**config.mk**
```make
export PLATFORM = sky130hd
export DESIGN_NAME = operand_fetch_flat
export DESIGN_NICKNAME = d
export VERILOG_FILES = /design/src/rtl/operand_fetch_if.sv /design/src/rtl/operand_fetch.sv /design/src/flat_wrapper.sv
export SDC_FILE = /design/constraint.sdc
export NUM_CORES = 1
export LEC_CHECK = 0
export BUFFER_PORTS_ARGS = -buffer_cell sky130_fd_sc_hd__buf_4
export CAP_MARGIN = 5
export CORE_UTILIZATION = 30
export CTS_CLUSTER_DIAMETER = 60
export DETAILED_ROUTE_END_ITERATION = 7
export PLACE_DENSITY_LB_ADDON = 0.25
export RECOVER_POWER = 25
export REMOVE_ABC_BUFFERS = 1
export SYNTH_ARGS = -nofsm -noshare
export SYNTH_HDL_FRONTEND = slang
export SYNTH_SLANG_ARGS = --single-unit
```
**constraint.sdc**
```tcl
create_clock -name clk -period 2.15 [get_ports clk]
set_clock_uncertainty 0.15 [all_clocks]
set_input_delay 0.3225 -clock clk [delete_from_list [all_inputs] [get_ports clk]]
set_output_delay 0.3225 -clock clk [all_outputs]
set_load 0.01 [all_outputs]
```
**src/rtl/operand_fetch_if.sv**
```systemverilog
// Upstream/downstream handshake bundle for the operand fetch stage.
// The slave modport is the fetch stage's view; master is the surrounding pipeline.
interface operand_fetch_if;
  logic        in_valid;
  logic        in_ready;
  logic [31:0] in_instr;
  logic        out_valid;
  logic        out_ready;
  logic [31:0] out_instr;
  logic [31:0] out_rs_val;
  logic [31:0] out_rt_val;

  modport master (
    output in_valid, in_instr, out_ready,
    input  in_ready, out_valid, out_instr, out_rs_val, out_rt_val
  );

  modport slave (
    input  in_valid, in_instr, out_ready,
    output in_ready, out_valid, out_instr, out_rs_val, out_rt_val
  );
endinterface

```
**src/rtl/operand_fetch.sv**
```systemverilog
// Operand fetch stage: accepts an instruction, reads rs/rt from a register
// file with one-cycle registered read, and resolves writeback hazards so the
// operands presented downstream always carry the newest written value.
module operand_fetch (
  input  logic            clk,
  input  logic            reset,
  input  logic            flush,
  operand_fetch_if.slave  bus,
  output logic [31:0]     rf_Aa,
  output logic [31:0]     rf_Ab,
  input  logic [31:0]     rf_Da,
  input  logic [31:0]     rf_Db,
  input  logic            wb_wren,
  input  logic [4:0]      wb_aw,
  input  logic [31:0]     wb_dw
);

  typedef enum logic [1:0] {
    IDLE  = 2'd0,
    FETCH = 2'd1,
    VALID = 2'd2
  } state_e;

  state_e      state_q,     state_d;
  logic        in_ready_q,  in_ready_d;
  logic        out_valid_q, out_valid_d;
  logic [31:0] instr_q,     instr_d;
  logic [31:0] out_instr_q, out_instr_d;
  logic [31:0] rs_val_q,    rs_val_d;
  logic [31:0] rt_val_q,    rt_val_d;
  // Write that landed on the accept edge; the register file read for that
  // edge returns the pre-write value, so it must be bypassed in FETCH.
  logic        pend_v_q,    pend_v_d;
  logic [4:0]  pend_a_q,    pend_a_d;
  logic [31:0] pend_dat_q,  pend_dat_d;

  logic [31:0] addr_instr;
  logic [4:0]  held_rs;
  logic [4:0]  held_rt;

  // Operand resolution: r0 is hard zero, then live writeback, then the
  // pending accept-edge write, then the register file data.
  function automatic logic [31:0] resolve_operand(
    input logic [4:0]  idx,
    input logic [31:0] rf_data,
    input logic        live_en,
    input logic [4:0]  live_a,
    input logic [31:0] live_d,
    input logic        pnd_en,
    input logic [4:0]  pnd_a,
    input logic [31:0] pnd_d
  );
    logic [31:0] r;
    if (idx == 5'd0) begin
      r = 32'd0;
    end else if (live_en && (live_a == idx)) begin
      r = live_d;
    end else if (pnd_en && (pnd_a == idx)) begin
      r = pnd_d;
    end else begin
      r = rf_data;
    end
    return r;
  endfunction

  assign held_rs = instr_q[25:21];
  assign held_rt = instr_q[20:16];

  // Register-file addresses: follow the incoming word while idle so the
  // file samples them on the accept edge, otherwise the latched word.
  always_comb begin
    addr_instr = instr_q;
    if (state_q == IDLE) begin
      addr_instr = bus.in_instr;
    end else begin
      addr_instr = instr_q;
    end
    rf_Aa = {27'd0, addr_instr[25:21]};
    rf_Ab = {27'd0, addr_instr[20:16]};
  end

  assign bus.in_ready   = in_ready_q;
  assign bus.out_valid  = out_valid_q;
  assign bus.out_instr  = out_instr_q;
  assign bus.out_rs_val = rs_val_q;
  assign bus.out_rt_val = rt_val_q;

  // Next-state and datapath for the IDLE -> FETCH -> VALID handshake.
  always_comb begin
    state_d     = state_q;
    in_ready_d  = in_ready_q;
    out_valid_d = out_valid_q;
    instr_d     = instr_q;
    out_instr_d = out_instr_q;
    rs_val_d    = rs_val_q;
    rt_val_d    = rt_val_q;
    pend_v_d    = pend_v_q;
    pend_a_d    = pend_a_q;
    pend_dat_d  = pend_dat_q;

    case (state_q)
      IDLE: begin
        if (flush) begin
          // Flush cancels an accept even though in_ready is high.
          pend_v_d    = 1'b0;
          in_ready_d  = 1'b1;
          out_valid_d = 1'b0;
        end else if (bus.in_valid) begin
          instr_d    = bus.in_instr;
          pend_v_d   = wb_wren;
          pend_a_d   = wb_aw;
          pend_dat_d = wb_dw;
          state_d    = FETCH;
          in_ready_d = 1'b0;
        end else begin
          in_ready_d  = 1'b1;
          out_valid_d = 1'b0;
        end
      end

      FETCH: begin
        if (flush) begin
          state_d     = IDLE;
          in_ready_d  = 1'b1;
          out_valid_d = 1'b0;
          pend_v_d    = 1'b0;
        end else begin
          rs_val_d    = resolve_operand(held_rs, rf_Da, wb_wren, wb_aw, wb_dw,
                                        pend_v_q, pend_a_q, pend_dat_q);
          rt_val_d    = resolve_operand(held_rt, rf_Db, wb_wren, wb_aw, wb_dw,
                                        pend_v_q, pend_a_q, pend_dat_q);
          out_instr_d = instr_q;
          pend_v_d    = 1'b0;
          state_d     = VALID;
          out_valid_d = 1'b1;
          in_ready_d  = 1'b0;
        end
      end

      VALID: begin
        if (flush) begin
          state_d     = IDLE;
          in_ready_d  = 1'b1;
          out_valid_d = 1'b0;
          pend_v_d    = 1'b0;
        end else begin
          // Keep held operands coherent with writebacks while waiting.
          if (wb_wren && (wb_aw != 5'd0) && (wb_aw == held_rs)) begin
            rs_val_d = wb_dw;
          end else begin
            rs_val_d = rs_val_q;
          end
          if (wb_wren && (wb_aw != 5'd0) && (wb_aw == held_rt)) begin
            rt_val_d = wb_dw;
          end else begin
            rt_val_d = rt_val_q;
          end
          if (bus.out_ready) begin
            state_d     = IDLE;
            in_ready_d  = 1'b1;
            out_valid_d = 1'b0;
          end else begin
            state_d     = VALID;
            in_ready_d  = 1'b0;
            out_valid_d = 1'b1;
          end
        end
      end

      default: begin
        state_d     = IDLE;
        in_ready_d  = 1'b1;
        out_valid_d = 1'b0;
        pend_v_d    = 1'b0;
      end
    endcase
  end

  // State and output registers with synchronous reset.
  always_ff @(posedge clk) begin
    if (reset) begin
      state_q     <= IDLE;
      in_ready_q  <= 1'b1;
      out_valid_q <= 1'b0;
      instr_q     <= 32'd0;
      out_instr_q <= 32'd0;
      rs_val_q    <= 32'd0;
      rt_val_q    <= 32'd0;
      pend_v_q    <= 1'b0;
      pend_a_q    <= 5'd0;
      pend_dat_q  <= 32'd0;
    end else begin
      state_q     <= state_d;
      in_ready_q  <= in_ready_d;
      out_valid_q <= out_valid_d;
      instr_q     <= instr_d;
      out_instr_q <= out_instr_d;
      rs_val_q    <= rs_val_d;
      rt_val_q    <= rt_val_d;
      pend_v_q    <= pend_v_d;
      pend_a_q    <= pend_a_d;
      pend_dat_q  <= pend_dat_d;
    end
  end

endmodule

```
**src/flat_wrapper.sv**
```systemverilog
// flat-port wrapper written by rule: the top's interface ports become plain ports
module operand_fetch_flat 
  (clk, reset, flush, rf_Aa, rf_Ab, rf_Da, rf_Db, wb_wren, wb_aw, wb_dw, bus_in_valid, bus_in_instr, bus_out_ready, bus_in_ready, bus_out_valid, bus_out_instr, bus_out_rs_val, bus_out_rt_val);
  operand_fetch_if bus_i ();
  input  logic clk;
  input  logic reset;
  input  logic flush;
  output logic [31:0] rf_Aa;
  output logic [31:0] rf_Ab;
  input  logic [31:0] rf_Da;
  input  logic [31:0] rf_Db;
  input  logic wb_wren;
  input  logic [4:0] wb_aw;
  input  logic [31:0] wb_dw;
  input wire logic [$bits(bus_i.in_valid)-1:0] bus_in_valid;
  input wire logic [$bits(bus_i.in_instr)-1:0] bus_in_instr;
  input wire logic [$bits(bus_i.out_ready)-1:0] bus_out_ready;
  output wire logic [$bits(bus_i.in_ready)-1:0] bus_in_ready;
  output wire logic [$bits(bus_i.out_valid)-1:0] bus_out_valid;
  output wire logic [$bits(bus_i.out_instr)-1:0] bus_out_instr;
  output wire logic [$bits(bus_i.out_rs_val)-1:0] bus_out_rs_val;
  output wire logic [$bits(bus_i.out_rt_val)-1:0] bus_out_rt_val;
  assign bus_i.in_valid = bus_in_valid;
  assign bus_i.in_instr = bus_in_instr;
  assign bus_i.out_ready = bus_out_ready;
  assign bus_in_ready = bus_i.in_ready;
  assign bus_out_valid = bus_i.out_valid;
  assign bus_out_instr = bus_i.out_instr;
  assign bus_out_rs_val = bus_i.out_rs_val;
  assign bus_out_rt_val = bus_i.out_rt_val;
  operand_fetch u_core (.clk(clk), .reset(reset), .flush(flush), .bus(bus_i), .rf_Aa(rf_Aa), .rf_Ab(rf_Ab), .rf_Da(rf_Da), .rf_Db(rf_Db), .wb_wren(wb_wren), .wb_aw(wb_aw), .wb_dw(wb_dw));
endmodule
```
==> impl_results.rst, run 1 <==
.. list-table::
   :header-rows: 1

   * - Metric
     - Value
   * - Endpoint class of the critical path
     - output pin
   * - Initial Util
     - 30.4%
   * - Most used cells in the layout excluding fill and tap cells
     - buf_4, nand2_1, a21oi_1
   * - Die boundary height
     - 175 microns
   * - Crit path max fanout
     - 8
   * - Run status
     - complete, no violations
   * - Share of synthesized area occupied by flip-flops and latches
     - between 30% and 40%
   * - Final weighted congestion of routability-driven global placement
     - 0.791
   * - Final wirelength
     - 32.2 mm
   * - Remaining antenna violation count
     - 0
   * - Min-delay worst type
     - in -> reg
   * - Initial antenna violation count
     - 0
   * - Highest clock frequency the design can meet
     - around 470 MHz
   * - Category of the critical setup timing path
     - reg -> out
   * - Critical path buffers and inverters
     - 3
   * - Slowest library cell on the worst path
     - mux2_2
   * - Final period util
     - 98.6%
   * - Final setup violating endpoints
     - 0
   * - Data required time of the worst path
     - approximately 1.7 ns
   * - Number of storage elements in the synthesis netlist
     - 170
   * - Rel. slew slack
     - a little over half
   * - First DRT Iteration DRCs
     - roughly 570
   * - First-pass iteration count of the detailed router
     - 7
   * - Post-synthesis instance total
     - 1114
   * - Smallest hold slack
     - 0.0204 ns
   * - Count of final hold-check violations
     - 0
   * - Final max-slew violation count
     - 0
   * - Floorplan core area
     - approximately 0.030 sq mm
   * - Mean routed wirelength per cell
     - 17.6 microns
   * - Clock Pin Slew Worst Setup and Hold Paths
     - 0.07 ns
   * - Via count
     - 8971
   * - Area post-placement
     - 0.0116 sq mm
   * - Cell Chain, Critical Path
     - inv_2 -> ha_4 -> buf_8 -> mux2_2 -> buf_4
   * - Period minus WS final
     - 2.12 ns
   * - First-pass GRT wire length
     - ~47 mm
   * - Post-Route Setup TNS
     - 0 ns
   * - Post-synthesis instance area
     - 0.00902 sq mm
   * - Clock tree from TritonCTS
     - built
   * - Data arrival time at the worst-slack endpoint
     - 1.65 ns
   * - Fraction of final layout cells with drive strength greater than 1
     - between 20 and 30%
   * - Die W
     - 175 microns
   * - P&R area growth vs syn
     - 43.7%
   * - Startpoint type of the worst setup path
     - flop
   * - Max_cap viols
     - 0
   * - Post-DP HPWL
     - 20.2 mm
   * - Sinks on the clock net
     - 170
   * - GRT Total Usage
     - 19.4%
   * - DIE AREA
     - 0.0308 sq mm
   * - Most common cell after layout, fill and taps aside
     - buf_4
   * - Worst vdd ir
     - 0.375 mV
   * - Pwr dens
     - 647 mW/mm^2
   * - Vias in the first global route
     - 8549
   * - Clk_lat worst skew
     - 0.43 ns
   * - Number of rows in the core area
     - 63
   * - Ratio of routed vias to standard cells
     - 4.91
   * - H-tree Lvls
     - 4
   * - RSZ-0062 raised after global routing
     - true
   * - Total inserted antenna cells
     - 0
   * - Total number of yosys warnings
     - 0
   * - Total I/O pin count
     - 301
   * - Maximum number of pins on one net before global-route repair
     - 53
   * - DRC violation count after routing
     - 0
   * - Number of port buffers
     - 246
   * - Static Leakage
     - between 5 and 6 nW
   * - Maximum count of clock buffers along a single path
     - 2
   * - Slew @ Worst Pin
     - 0.680 ns
   * - Number of nets at the end of the flow
     - 1568
   * - Worst stage delay on the critical path
     - 0.35 ns
   * - Worst path top cell family by delay
     - buffers and inverters
   * - Clock root buffer
     - clkbuf_16
   * - Average size of a mapped cell
     - 8.09 sq um
   * - Remaining Overflow, GRT
     - 0
   * - Library cells used by synthesis
     - 39
   * - Post-layout instance area
     - 0.0130 sq mm
   * - Inserted Clock Buffers
     - 17
   * - Power, Total
     - 8.38 mW
synthesized netlist by cell type, drive strengths merged:
library cell	n	area share (%)
a221oi	64	11
o31ai	2	0.17
nor4	3	0.61
a21oi	171	9.5
o21ai	65	3.6
nand2b	4	0.28
buf	81	6.2
a21o	2	0.17
a211oi	4	0.39
and4b	1	0.11
nor2	6	0.25
nor3	4	0.33
nand2	207	8.6
a31o	2	0.29
mux2	10	1.2
nand4	1	0.069
xor2	14	1.4
and2	5	0.35
clkbuf	75	3.1
inv	70	2.9
ha	4	0.56
xnor2	6	0.58
nand3	4	0.22
dfxtp	170	38
a21boi	64	5.3
nor2b	4	0.28
conb	1	0.042
and3	65	4.5
a32oi	1	0.097
a31oi	4	0.51
stage by stage:
step | util (%) | setup slack [ns] | cells
finish | 43.7 | 0.0299 | 1828
global route | 43.7 | -0.0450 | 1828
CTS | 43.0 | 0.00171 | 1805
detailed placement | 39.0 | -0.0251 | 1715
global placement | 39.0 | 0.0254 | 1715
floorplan | - | -1.63 | 1011
kinds of logic (layout without fill, tap and decap cells):
family          count (synthesis)  after routing  share of synthesized area, %
other cells                     1             54                        0.0416
xor+xnor                       20             20                          1.94
mux                            10             10                          1.25
simple gates                  304            304                          15.6
buf+inv                       226            497                          12.2
fa+ha+maj                       4              4                         0.555
flops                         170            170                          37.7
compound gates                379            379                          30.6
sequential cells by signal (all words and copies together), names as in the netlist:
signal / flops
u_core.pend_v_q: 1
u_core.bus.out_rt_val: 32
u_core.bus.out_valid: 1
u_core.instr_q: 32
u_core.bus.out_instr: 32
u_core.pend_dat_q: 32
u_core.bus.out_rs_val: 32
u_core.pend_a_q: 5
u_core.state_q: 2
u_core.bus.in_ready: 1
cell type report:
| class | count | area [sq um] |
|---|---|---|
| Sequential cell | 170 | 3420 |
| Multi-Input combinational cell | 771 | 4880 |
| Clock buffer | 17 | 425 |
| Clock inverter | 15 | 146 |
| Inverter | 70 | 265 |
| Tap cell | 390 | 488 |
| Timing Repair Buffer | 395 | 3330 |
| Fill cell | 3076 | 16700 |
report_power, final:
group          total, mW  switching, mW  internal, mW
Sequential          3.38         0.0945          3.28
Clock               3.11           1.55          1.55
Combinational       1.90           1.04         0.862
routing by layer:
metal / vias up / wire (microns) / GRT usage (%)
met3: 21 / 2260 / 5.48
met4: 0 / 329 / 3.95
met1: 4317 / 14300 / 24.4
li1: 4336 / - / -
met2: 297 / 15300 / 33.0
met5: - / 0 / 0
path summary, 6_finish.rpt:
path | startpoint | endpoint | slack [ns] | cells past startpoint
max | u_core.state_q[0] | rf_Aa[3] | 0.03 | 5
min | wb_dw[16] | u_core.pend_dat_q[16] | 0.02 | 3
max reg2reg | u_core.state_q[0] | u_core.bus.out_rt_val[1] | 0.05 | 10
min reg2reg | u_core.instr_q[27] | u_core.bus.out_instr[27] | 0.31 | 2
what timing repair did:
action                                 CTS  global route
pin swaps                                1            18
endpoints found under the hold margin   56             0
setup endpoints to repair               10            66
hold buffers                            56             0
cloned                                   0             9
resized for setup                        9            32
setup buffers                            2            14
tightest hold or removal path, cell delays in order:
cell	delay (ns)
buf_4	0.12
nand2_1	0.05
a21oi_1	0.05
No activity file was read; power rests on OpenSTA's default activity.
==> run 2, diff against run 1 <==
--- a/config.mk
+++ b/config.mk
@@ -7,6 +7,7 @@
 export LEC_CHECK = 0
 export BUFFER_PORTS_ARGS = -buffer_cell sky130_fd_sc_hd__buf_4
 export CAP_MARGIN = 5
+export CORE_MARGIN = 2
 export CORE_UTILIZATION = 30
 export CTS_CLUSTER_DIAMETER = 60
 export DETAILED_ROUTE_END_ITERATION = 7
==> impl_results.rst, run 2 (same netlist as run 1, synthesis figures left out) <==
.. list-table::
   :header-rows: 1

   * - Metric
     - Value
   * - Count of cells along the worst register-to-register path
     - 9
   * - Category of the critical setup timing path
     - reg -> out
   * - Count of final hold-check violations
     - 0
   * - DIE AREA
     - 0.0315 sq mm
   * - Number of nets at the end of the flow
     - 1553
   * - Clock Pin Slew Worst Setup and Hold Paths
     - approximately 0.070 ns
   * - Slowest library cell on the worst path
     - dfxtp_4
   * - Via count
     - approximately 8900
   * - Crit path max fanout
     - 4
   * - Initial Util
     - a little under a third
   * - Rel. slew slack
     - around three fifths
   * - Worst setup startpoint
     - u_core.state_q[0]
   * - Final max-slew violation count
     - 0
   * - Max_cap viols
     - 0
   * - Inserted Clock Buffers
     - 17
   * - Internal reg-to-reg setup slack
     - 0.06 ns
   * - Initial antenna violation count
     - 1
   * - Number of rows in the core area
     - 63
   * - Data arrival time at the worst-slack endpoint
     - 1.64 ns
   * - Remaining antenna violation count
     - 0
   * - Min-delay worst type
     - in -> reg
   * - Post-Route Setup TNS
     - 0 ns
   * - Power, Total
     - 8.44 mW
   * - Worst stage delay on the critical path
     - 0.36 ns
   * - Smallest hold slack
     - 0.0327 ns
   * - Post-DP HPWL
     - 20.4 mm
   * - Endpoint class of the critical path
     - output pin
   * - Maximum count of clock buffers along a single path
     - 2
   * - RSZ-0062 raised after global routing
     - true
   * - Sinks on the clock net
     - 170
   * - Final period util
     - 98.0%
   * - Period minus WS final
     - 2.11 ns
   * - Clock tree from TritonCTS
     - built
   * - Remaining Overflow, GRT
     - 0
   * - Run status
     - complete, no violations
   * - Die boundary height
     - 177 microns
   * - Data required time of the worst path
     - 1.68 ns
   * - DRC violation count after routing
     - 0
   * - Number of port buffers
     - about 250
   * - Most common cell after layout, fill and taps aside
     - buf_4
   * - Cell Chain, Critical Path
     - inv_6 -> ha_4 -> clkbuf_16 -> mux2_2 -> buf_6
   * - Total I/O pin count
     - around 300
   * - First-pass GRT wire length
     - 46.9 mm
   * - Slew @ Worst Pin
     - 0.580 ns
   * - Static Leakage
     - 5.16 nW
   * - Floorplan core area
     - 0.0296 sq mm
   * - Clk_lat worst skew
     - 0.43 ns
   * - Pwr dens
     - 661 mW/mm^2
   * - First-pass iteration count of the detailed router
     - 5
   * - Maximum number of pins on one net before global-route repair
     - 60
   * - Reg2Reg Launch Point
     - u_core.state_q[0]
   * - P&R area growth vs syn
     - 41.8%
   * - Final wirelength
     - 30.9 mm
   * - First DRT Iteration DRCs
     - 432
   * - Final setup violating endpoints
     - 0
   * - Clock root buffer
     - clkbuf_16
   * - Final weighted congestion of routability-driven global placement
     - approximately 0.79
   * - Worst vdd ir
     - 0.425 mV
   * - Mean routed wirelength per cell
     - roughly 17 microns
   * - Final core utilization
     - 43.1%
   * - Ratio of routed vias to standard cells
     - 4.90
   * - Crit path capture
     - rf_Aa[4]
   * - Capture instance of the worst register-to-register path
     - u_core.bus.out_rs_val[8]
   * - Startpoint type of the worst setup path
     - flop
   * - Die W
     - 177 microns
   * - H-tree Lvls
     - 4
   * - Most used cells in the layout excluding fill and tap cells
     - buf_4, nand2_1, a21oi_1
   * - Vias in the first global route
     - just under 9000
   * - GRT Total Usage
     - 18.9%
   * - Highest clock frequency the design can meet
     - about 470 MHz
   * - Fraction of final layout cells with drive strength greater than 1
     - 27.7%
run 2: through the flow:
stage | cell area [sq um] | cells | setup slack, ns
after floorplan | 8380 | 1011 | -1.63
after global placement | 11600 | 1710 | 0.0256
after detailed placement | 11600 | 1710 | -0.0166
after CTS | 12800 | 1801 | 0.000897
after global routing | 12800 | 1814 | -0.0133
final | 12800 | 1814 | 0.0420
run 2: worst max-delay path, delay by kind of cell, from the launching register on:
kind | cells | cell delay (ns)
mux | 1 | 0.33
buf+inv | 3 | 0.34
flops | 1 | 0.36
fa+ha+maj | 1 | 0.17
run 2: worst min-delay path by stage:
stage	from	to	cells past startpoint
after floorplan	reset	u_core.bus.out_rs_val[0]	1
after global placement	u_core.instr_q[26]	u_core.bus.out_instr[26]	2
after detailed placement	u_core.instr_q[30]	u_core.bus.out_instr[30]	2
after CTS	wb_dw[10]	u_core.pend_dat_q[10]	3
after global routing	wb_aw[0]	u_core.pend_a_q[0]	3
final	wb_dw[21]	u_core.pend_dat_q[21]	3
run 2: cell type report:
class                   instances  area (sq um)
clock buffers                  18           439
multi-input cells             771          4850
flip-flops and latches        170          3420
fillers                      3025         16900
well taps                     390           488
diodes                          1          2.50
repair buffers                380          3160
inverters                      70           270
clock inverters                14           149
run 2: report_power, final:
| part | internal [mW] | switching [mW] | leakage (nW) |
|---|---|---|---|
| Sequential | 3.29 | 0.0936 | 1.39 |
| Clock | 1.69 | 1.49 | 0.290 |
| Combinational | 0.859 | 1.03 | 3.48 |
run 2: per-layer routing:
layer | vias up | routed length [microns] | part of all wire (%) | track usage (%)
met1 | 4226 | 13600 | 44 | 23.7
met4 | 0 | 502 | 1.6 | 6.11
met2 | 302 | 14600 | 47 | 31.7
li1 | 4323 | - | - | -
met3 | 30 | 2200 | 7.1 | 4.80
met5 | - | 0 | 0 | 0
run 2: repair_timing:
item | in CTS | in global routing
gates cloned | 0 | 3
setup endpoints to repair | 11 | 72
pin swaps | 1 | 4
gates resized for setup | 5 | 34
hold endpoints to repair | 56 | 0
setup buffers | 3 | 9
hold buffers | 56 | 0
==> run 3, diff against run 2 <==
--- a/config.mk
+++ b/config.mk
@@ -11,9 +11,9 @@
 export CORE_UTILIZATION = 30
 export CTS_CLUSTER_DIAMETER = 60
 export DETAILED_ROUTE_END_ITERATION = 7
-export PLACE_DENSITY_LB_ADDON = 0.25
 export RECOVER_POWER = 25
 export REMOVE_ABC_BUFFERS = 1
+export SETUP_SLACK_MARGIN = 0.2
 export SYNTH_ARGS = -nofsm -noshare
 export SYNTH_HDL_FRONTEND = slang
 export SYNTH_SLANG_ARGS = --single-unit
==> impl_results.rst, run 3 (same netlist as run 1, synthesis figures left out) <==
.. list-table::
   :header-rows: 1

   * - Metric
     - Value
   * - Run status
     - finished, violations left
   * - Violations in the final reports
     - setup timing
   * - Worst vdd ir
     - around 0.39 mV
   * - Setup slack after placement
     - -0.262 ns
   * - Most used cells in the layout excluding fill and tap cells
     - buf_4, nand2_1, dfxtp_1
   * - DIE AREA
     - 0.0315 sq mm
   * - Max_cap viols
     - 0
   * - Data required time of the worst path
     - 2.34 ns
   * - First DRT Iteration DRCs
     - between 600 and 700
   * - Final wirelength
     - 34.2 mm
   * - P&R area growth vs syn
     - 55.1%
   * - Fraction of power spent switching nets
     - 31.5%
   * - Total I/O pin count
     - 301
   * - Vias in the first global route
     - between 8000 and 9000
   * - Final max-slew violation count
     - 0
   * - Total inserted antenna cells
     - 0
   * - Ratio of routed vias to standard cells
     - roughly 5
   * - Sinks on the clock net
     - 170
   * - Static Leakage
     - approximately 5.6 nW
   * - Area used by multi-input combinational logic
     - 0.00545 sq mm
   * - Startpoint type of the worst setup path
     - flop
   * - Initial Util
     - roughly 30%
   * - Number of port buffers
     - ~250
   * - Hold depth
     - 3
   * - Period minus WS final
     - 2.21 ns
   * - Fraction of final layout cells with drive strength greater than 1
     - between 30% and 40%
   * - First-pass iteration count of the detailed router
     - 5
   * - Net switching component of the power
     - ~2.7 mW
   * - Design internal power
     - 5.82 mW
   * - Dominant cell type by count on the critical path
     - buf_6
   * - Floorplan core area
     - 0.0296 sq mm
   * - Sequential share of power
     - between 30 and 40%
   * - Worst stage delay on the critical path
     - 0.33 ns
   * - Pwr dens
     - approximately 610 mW/mm^2
   * - H-tree Lvls
     - 4
   * - Remaining Overflow, GRT
     - 0
   * - Maximum number of pins on one net before global-route repair
     - 48
   * - Post-Route Setup TNS
     - -0.320 ns
   * - DRC violation count after routing
     - 0
   * - Capture instance of the worst register-to-register path
     - u_core.bus.out_rt_val[7]
   * - Final period util
     - 103%
   * - Mean routed wirelength per cell
     - 18.6 microns
   * - Cell Chain, Critical Path
     - inv_2 -> buf_6 -> ha_4 -> nand2b_4 -> nor2_4 -> buf_6 -> buf_6 -> a31oi_4 -> buf_12 -> buf_12 -> clkbuf_16 -> a21oi_4 -> a221oi_2
   * - Count of cells along the worst register-to-register path
     - 13
   * - Worst setup startpoint
     - u_core.state_q[0]
   * - Crit path capture
     - u_core.bus.out_rt_val[7]
   * - Clock tree from TritonCTS
     - built
   * - Maximum count of clock buffers along a single path
     - 2
   * - Crit path max fanout
     - 6
   * - RSZ-0062 raised after global routing
     - true
   * - Slowest library cell on the worst path
     - dfxtp_2
   * - Fill count
     - 2920
   * - Clock Pin Slew Worst Setup and Hold Paths
     - about 0.07 ns
   * - Clk_lat worst skew
     - 0.42 ns
   * - Initial antenna violation count
     - 1
   * - Via count
     - 9212
   * - Die W
     - 177 microns
   * - Internal reg-to-reg setup slack
     - -0.06 ns
   * - GRT Total Usage
     - 20.1%
   * - Comb power frac
     - between 20% and 30%
   * - Count of final hold-check violations
     - 0
   * - Category of the critical setup timing path
     - reg -> reg
   * - Number of rows in the core area
     - 63
   * - Remaining antenna violation count
     - 0
   * - Data arrival time at the worst-slack endpoint
     - around 2.4 ns
   * - Reg2Reg Launch Point
     - u_core.state_q[0]
   * - Die boundary height
     - 177 microns
   * - Clock network power share
     - 34.8%
   * - Register cell area after layout
     - 0.00343 sq mm
   * - Inserted Clock Buffers
     - 17
   * - First-pass GRT wire length
     - 49.5 mm
   * - Most common cell after layout, fill and taps aside
     - buf_4
   * - Endpoint class of the critical path
     - flop
   * - Final setup violating endpoints
     - 15
   * - Crit path setup slack, layout
     - -0.0550 ns
   * - Clock root buffer
     - clkbuf_16
   * - Min-delay worst type
     - in -> reg
   * - Number of nets at the end of the flow
     - approximately 1600
   * - Post-DP HPWL
     - ~20 mm
   * - Final weighted congestion of routability-driven global placement
     - 0.788
   * - Highest clock frequency the design can meet
     - 454 MHz
[run 3: cell types whose count changed in the layout (fill, tap and decap cells not counted), sizes merged]
| cell | change |
|---|---|
| a21oi | +1 |
| buf | +51 |
| clkbuf | -5 |
| inv | -3 |
| diode | -1 |
| bufinv | -1 |
| dlygate4sd3 | -17 |
| clkinvlp | +2 |
[run 3: critical path: cells and delay by family (launching register included)]
family	cells	cell delay (ns)
AO/OA/AOI/OAI	3	0.45
adder cells (fa/ha/maj)	1	0.16
buffers and inverters	7	0.83
flip-flops	1	0.33
AND/OR/NAND/NOR	2	0.19
[run 3: how the worst min path moves through the flow]
stage	from	to	slack (ns)
6_report	bus_in_instr[17]	u_core.instr_q[17]	0.02
5_1_grt	wb_dw[8]	u_core.pend_dat_q[8]	0.02
4_1_cts	bus_in_instr[17]	u_core.instr_q[17]	0.00008
3_5_place_dp	u_core.instr_q[7]	u_core.bus.out_instr[7]	0.29
3_3_place_gp	u_core.instr_q[27]	u_core.bus.out_instr[27]	0.29
2_1_floorplan	reset	u_core.bus.out_rs_val[0]	0.24
[run 3: per-layer routing]
layer | wire length, microns | track usage [%] | vias up
li1 | - | - | 4389
met1 | 14500 | 25.2 | 4403
met2 | 16400 | 34.0 | 376
met3 | 2690 | 5.36 | 42
met4 | 624 | 5.23 | 2
met5 | 16 | 0 | -
[run 3: power by group through the flow]
stage	combinational [mW]	sequential, mW	clock [mW]
after floorplan	0.720	3.46	0
after detailed placement	1.69	3.45	0
final	2.16	3.38	2.96
after CTS	2.00	3.38	3.04
after global routing	2.32	3.39	3.16
after global placement	1.67	3.44	0
[run 3: layout make-up]
type | instances | share of cell area [%]
Timing Repair Buffer | 408 | 27.2
Clock buffer | 19 | 3.17
Sequential cell | 170 | 24.5
Clock inverter | 12 | 0.760
Tap cell | 390 | 3.49
Multi-Input combinational cell | 772 | 39.0
Inverter | 70 | 1.90
[run 3: what timing repair did]
| action | in CTS | in global routing |
|---|---|---|
| hold endpoints to repair | 39 | 0 |
| cloned | 10 | 11 |
| buffers inserted | 24 | 15 |
| pin swaps | 20 | 60 |
| setup endpoints to repair | 73 | 74 |
| gates resized for setup | 121 | 87 |
| hold buffers | 39 | 0 |
[run 3: per-stage QoR]
step / hold slack (ns) / cells / utilization [%] / cell area (sq um) / power (mW)
after CTS: 0.0000819 / 1815 / 45.3 / 13400 / 8.42
after global placement: 0.287 / 1711 / 38.9 / 11500 / 5.12
after detailed placement: 0.294 / 1711 / 38.9 / 11500 / 5.14
after global routing: 0.0186 / 1841 / 47.2 / 14000 / 8.88
final: 0.0221 / 1841 / 47.2 / 14000 / 8.50
after floorplan: 0.239 / 1011 / - / 8380 / 4.18
